**config.mk**
```make
export PLATFORM = sky130hd
export DESIGN_NAME = pci_edu_regs
export DESIGN_NICKNAME = d
export VERILOG_FILES = /design/src/rtl/pci_edu_pkg.sv /design/src/rtl/pci_edu_fact.sv /design/src/rtl/pci_edu_regs.sv
export SDC_FILE = /design/constraint.sdc
export NUM_CORES = 2
export LEC_CHECK = 0
export BUFFER_PORTS_ARGS = -buffer_cell sky130_fd_sc_hd__buf_2
export CAP_MARGIN = 30
export CORE_AREA = 5 5 248 250
export CTS_BUF_LIST = sky130_fd_sc_hd__clkbuf_16
export CTS_CLUSTER_DIAMETER = 80
export CTS_CLUSTER_SIZE = 20
export DETAILED_ROUTE_END_ITERATION = 7
export DIE_AREA = 0 0 253 255
export HOLD_SLACK_MARGIN = 0.1
export PLACE_DENSITY_LB_ADDON = 0.08
export SLEW_MARGIN = 5
export SYNTH_ARGS = -nofsm -noshare
export SYNTH_HDL_FRONTEND = slang
export SYNTH_SLANG_ARGS = --single-unit
```
**constraint.sdc**
```tcl
create_clock -name clk -period 12.6 [get_ports clk]
set_input_delay 1.26 -clock clk [delete_from_list [all_inputs] [get_ports clk]]
set_output_delay 1.26 -clock clk [all_outputs]
set_load 0.05 [all_outputs]
```
**src/rtl/pci_edu_pkg.sv**
```systemverilog
// Shared constants and byte-enable helpers for the PCI EDU BAR0 register block.
package pci_edu_pkg;

    localparam logic [5:0] IdxId        = 6'd0;
    localparam logic [5:0] IdxLive      = 6'd1;
    localparam logic [5:0] IdxFact      = 6'd2;
    localparam logic [5:0] IdxStatus    = 6'd8;
    localparam logic [5:0] IdxIrqStatus = 6'd9;
    localparam logic [5:0] IdxIrqRaise  = 6'd24;
    localparam logic [5:0] IdxIrqAck    = 6'd25;

    localparam logic [31:0] EduId = 32'h010000ED;

    localparam int unsigned StatusBusyBit  = 0;
    localparam int unsigned StatusIrqEnBit = 7;

    function automatic logic [31:0] byte_mask(input logic [3:0] be);
        logic [31:0] m;
        m = '0;
        for (int i = 0; i < 4; i++) begin
            m[8*i +: 8] = {8{be[i]}};
        end
        return m;
    endfunction

    function automatic logic [31:0] merge_bytes(input logic [31:0] old_val,
                                                input logic [31:0] new_val,
                                                input logic [3:0]  be);
        logic [31:0] m;
        m = byte_mask(be);
        return (old_val & ~m) | (new_val & m);
    endfunction

endpackage

```
**src/rtl/pci_edu_fact.sv**
```systemverilog
// Iterative factorial engine: one multiply per busy cycle, result kept modulo 2^32.
module pci_edu_fact (
    input  logic        clk,
    input  logic        rst,
    input  logic        start,
    input  logic [31:0] start_val,
    output logic        busy,
    output logic [31:0] operand,
    output logic [31:0] result,
    output logic        done
);
    logic [31:0] acc_q;
    logic [31:0] cnt_q;

    // Pulses in the last busy cycle, i.e. on the edge where busy falls.
    assign done = busy && (cnt_q <= 32'd1);

    always_ff @(posedge clk or negedge rst) begin
        if (!rst) begin
            busy    <= 1'b0;
            operand <= '0;
            result  <= '0;
            acc_q   <= '0;
            cnt_q   <= '0;
        end else if (busy) begin
            if (cnt_q <= 32'd1) begin
                result <= acc_q;
                busy   <= 1'b0;
            end else begin
                acc_q <= acc_q * cnt_q;
                cnt_q <= cnt_q - 32'd1;
            end
        end else if (start) begin
            operand <= start_val;
            acc_q   <= 32'd1;
            cnt_q   <= start_val;
            busy    <= 1'b1;
        end
    end

endmodule

```
**src/rtl/pci_edu_regs.sv**
```systemverilog
// BAR0 register block of the PCI EDU function: ID, LIVE, FACT, STATUS and interrupt registers.
module pci_edu_regs
    import pci_edu_pkg::*;
(
    input  logic        clk,
    input  logic        rst,
    input  logic        mem_enable,
    input  logic        mem_iswrite,
    input  logic [5:0]  mem_offset,
    input  logic [3:0]  mem_byte_en,
    input  logic [31:0] mem_write_val,
    output logic [31:0] mem_read_val,
    input  logic        intx_disable,
    output logic        irq
);
    logic        rd_strobe;
    logic        wr_strobe;
    logic [31:0] wr_data_masked;
    logic        fact_start;
    logic [31:0] fact_start_val;
    logic        fact_busy;
    logic        fact_done;
    logic [31:0] fact_operand;
    logic [31:0] fact_result;
    logic [31:0] live_q;
    logic        irq_en_q;
    logic [31:0] irq_status_q;
    logic [31:0] irq_status_d;
    logic [31:0] read_data;

    assign rd_strobe      = mem_enable && !mem_iswrite;
    assign wr_strobe      = mem_enable && mem_iswrite;
    assign wr_data_masked = mem_write_val & byte_mask(mem_byte_en);
    assign fact_start     = wr_strobe && (mem_offset == IdxFact) && !fact_busy;
    assign fact_start_val = merge_bytes(fact_operand, mem_write_val, mem_byte_en);

    pci_edu_fact u_fact (
        .clk       (clk),
        .rst       (rst),
        .start     (fact_start),
        .start_val (fact_start_val),
        .busy      (fact_busy),
        .operand   (fact_operand),
        .result    (fact_result),
        .done      (fact_done)
    );

    // ACK clears first so a completion in the same cycle still sets bit 0.
    always_comb begin
        irq_status_d = irq_status_q;
        if (wr_strobe && (mem_offset == IdxIrqAck)) begin
            irq_status_d = irq_status_d & ~wr_data_masked;
        end
        if (wr_strobe && (mem_offset == IdxIrqRaise)) begin
            irq_status_d = irq_status_d | wr_data_masked;
        end
        if (fact_done && irq_en_q) begin
            irq_status_d[0] = 1'b1;
        end
    end

    always_comb begin
        read_data = '0;
        case (mem_offset)
            IdxId:        read_data = EduId;
            IdxLive:      read_data = ~live_q;
            IdxFact:      read_data = fact_busy ? fact_operand : fact_result;
            IdxStatus: begin
                read_data[StatusBusyBit]  = fact_busy;
                read_data[StatusIrqEnBit] = irq_en_q;
            end
            IdxIrqStatus: read_data = irq_status_q;
            default:      read_data = '0;
        endcase
    end

    always_ff @(posedge clk or negedge rst) begin
        if (!rst) begin
            mem_read_val <= '0;
            live_q       <= '0;
            irq_en_q     <= 1'b0;
            irq_status_q <= '0;
            irq          <= 1'b0;
        end else begin
            if (rd_strobe) begin
                mem_read_val <= read_data;
            end
            if (wr_strobe && (mem_offset == IdxLive)) begin
                live_q <= merge_bytes(live_q, mem_write_val, mem_byte_en);
            end
            if (wr_strobe && (mem_offset == IdxStatus) && mem_byte_en[0]) begin
                irq_en_q <= mem_write_val[StatusIrqEnBit];
            end
            irq_status_q <= irq_status_d;
            irq          <= (irq_status_q != '0) && !intx_disable;
        end
    end

endmodule
```
==> results.ini <==
[hold_path]
min_to = mem_read_val[26]$_DFFE_PN0P_
min_path_cells = 2
hold_path.class = reg2reg
hold_start = mem_read_val[26]$_DFFE_PN0P_

[worst_setup_path]
rr_worst_depth = 21
cp_data_required_time_ps = 13050
end_kind = register
crit_path_max_fanout = 18
r2r_end = u_fact.acc_q[31]$_DFFE_PN0P_
crit_arrival_ps = 8330
r2r_slack_ps = 4720
start_kind = register
worstReg2RegStart = u_fact.acc_q[4]$_DFFE_PN0P_
path_class = reg2reg

[synth]
ys_types = 75
yosysSeqAreaShare_pct = 21.7
synth_fp_nets = 3312
synth-seq-cells = 227
yosys.area.top_type = fa_1
ys_top_cells_by_area = fa_1 31%, dfrtp_1 22%, and2_1 7.6%
avgSynthCellArea_um2 = 9.59
synth_ff_type = dfrtp_1
postSynthCellCount = 2732
ys_warn_count = 0
ys_async_sr_fraction_pct = 100
synth_edf_count = 0
syn-cell-area_um2 = 26200
synth_top_area_share_pct = 31.2

[clock_tree]
h-tree-depth = 1
cts_resized = 0
clock_path_buffers = 3
path_clk_slew_ps = 90
clk-insertion-delay-late_ps = 530
holdBufCountCts = 0
cts_setup_buffers = 0
cts_sinks = 227
cts_made_buffers = 17
root_buffer = clkbuf_16
tritoncts = built

[global_routing]
gr-total-overflow = 0
grt_pass1_vias = 20300
use_met2_pct = 37.7
busiest_layer = met2
grt_use_met1_pct = 35.1
grtUsageTotal_pct = 23.5
grt_pass1_wl_um = 119000
grt_max_degree = 100
antenna_found_initial = 3
grtUsageMet3_pct = 3.43

[sta]
fin_tns_setup_ps = 0
hold_viol_final = 0
drv_slew = 0
finalCritPeriodShare_pct = 62.5
rsz0062_at_grt = no
tightest_slew_ps = 1010
maxSlewHeadroom_pct = 32.2
fmax_ghz = 0.127
fin_worst_skew_ps = 39.0
final-setup-viol-count = 0
fin_ws_ps = 4720
layout_min_cycle_time_ps = 7880

[cells_and_area]
fin_nets = 3282
antennaDiodeCount = 0
drive_above_1_share_pct = 9.78
area_delta_synth_final_pct = 6.32
layout_common_cells = 408 x fa_1, 391 x nand2_1, 390 x inv_1
mostFrequentLayoutCell = fa_1

[place]
pre_cts_slack_ps = 4790
routabilityCongestion = 0.851
dp.final_hpwl_um = 57300
numPortBuffers = 79

[floorplan]
rows = 89
dieArea_um2 = 64500
fp.dieW_um = 253
start_util_pct = 44.6
die_h_um = 255
coreArea_um2 = 58800
ios = 80

[route]
wl_um = 75400
post_drt_wl_per_cell_um = 21.6
remaining_drc_errors = 0
drt-initial-drc-count = 1138
ant_nets = 0
firstDrtPassIters = 7
via_count = 19000
vias_per_cell = 5.46

[job]
drv_cap = 0

[run_status]
status = finished, final reports clean

## cell usage after synthesis, drive strengths merged, types with 4 or more instances
library cell and n:
a21o 16, mux2 97, a32oi 7, o21bai 8
fa 408, buf 24, o21a 5, nor2b 6
or3 8, o22ai 34, nand3 14, a31oi 4
ha 125, nand2 393, a22o 6, o31ai 5
and2 317, xor2 22, or4 6, dfrtp 227
o221ai 7, xnor2 60, inv 389, nor2 32
mux2i 58, o21ai 130, nor3 23, a211oi 6
nor4 18, nand4 8, clkbuf 149, a21oi 73
## how the worst max path moves through the flow
stage	from	endpoint	slack (ps)
after CTS	u_fact.acc_q[11]$_DFFE_PN0P_	u_fact.acc_q[31]$_DFFE_PN0P_	4720
after floorplan	u_fact.cnt_q[6]$_DFFE_PN0P_	u_fact.acc_q[31]$_DFFE_PN0P_	5640
after detailed placement	u_fact.acc_q[11]$_DFFE_PN0P_	u_fact.acc_q[31]$_DFFE_PN0P_	4790
final	u_fact.acc_q[4]$_DFFE_PN0P_	u_fact.acc_q[31]$_DFFE_PN0P_	4720
after global placement	u_fact.cnt_q[4]$_DFFE_PN0P_	u_fact.acc_q[31]$_DFFE_PN0P_	4860
after global routing	u_fact.cnt_q[6]$_DFFE_PN0P_	u_fact.acc_q[31]$_DFFE_PN0P_	4300
## worst max-delay path, stage by stage, from the launching register on
cell and delay, ps:
dfrtp_1 920, buf_4 480, and2_1 210, fa_1 440, fa_1 530, inv_1 50, fa_1 480, inv_1 50
ha_1 180, fa_1 470, fa_1 460, fa_1 540, fa_1 420, ha_1 360, a21o_1 250, a21o_1 210
a2111oi_0 610, nor3_1 180, a22o_1 250, a311oi_1 330, nor4_1 110, o31ai_1 220
## logic make-up (layout without fill, tap and decap cells)
family,count (synthesis),in the layout,share of synthesized area [%]
and+or+nand+nor,844,844,16.1
buffers and inverters,563,541,8.32
adders and majority gates,533,533,37.1
AOI/OAI and AO/OA,327,327,7.54
DFF,227,227,21.7
muxes,155,155,6.39
xor gates and xnor gates,83,83,2.83
## cell type report
cell class | count | area (um2)
clock buffers | 17 | 425
clock inverters | 10 | 106
fillers | 5672 | 30900
inverters | 390 | 1470
multi-input cells | 1942 | 18300
flip-flops and latches | 227 | 5690
well taps | 773 | 967
repair buffers | 124 | 858
## per-stage QoR
stage / utilization (%) / area, um2 / hold WS (ps) / cells
4_1_cts: 47.2 / 27700 / 483 / 3478
3_3_place_gp: 46.2 / 27200 / 457 / 3449
6_report: 47.4 / 27900 / 483 / 3483
2_1_floorplan: - / 26200 / 439 / 2732
3_5_place_dp: 46.3 / 27200 / 462 / 3451
5_1_grt: 47.4 / 27900 / 497 / 3483
## per-layer routing
metal  vias up  share of wire, %
met4         0               1.5
met3        77               5.3
met2       436                46
li1       8524                 -
met5         -                 0
met1      9994                47
Power is left out: the tool's default activity adds up to more than one toggle a clock period on the data nets, which glitch-free logic cannot reach.
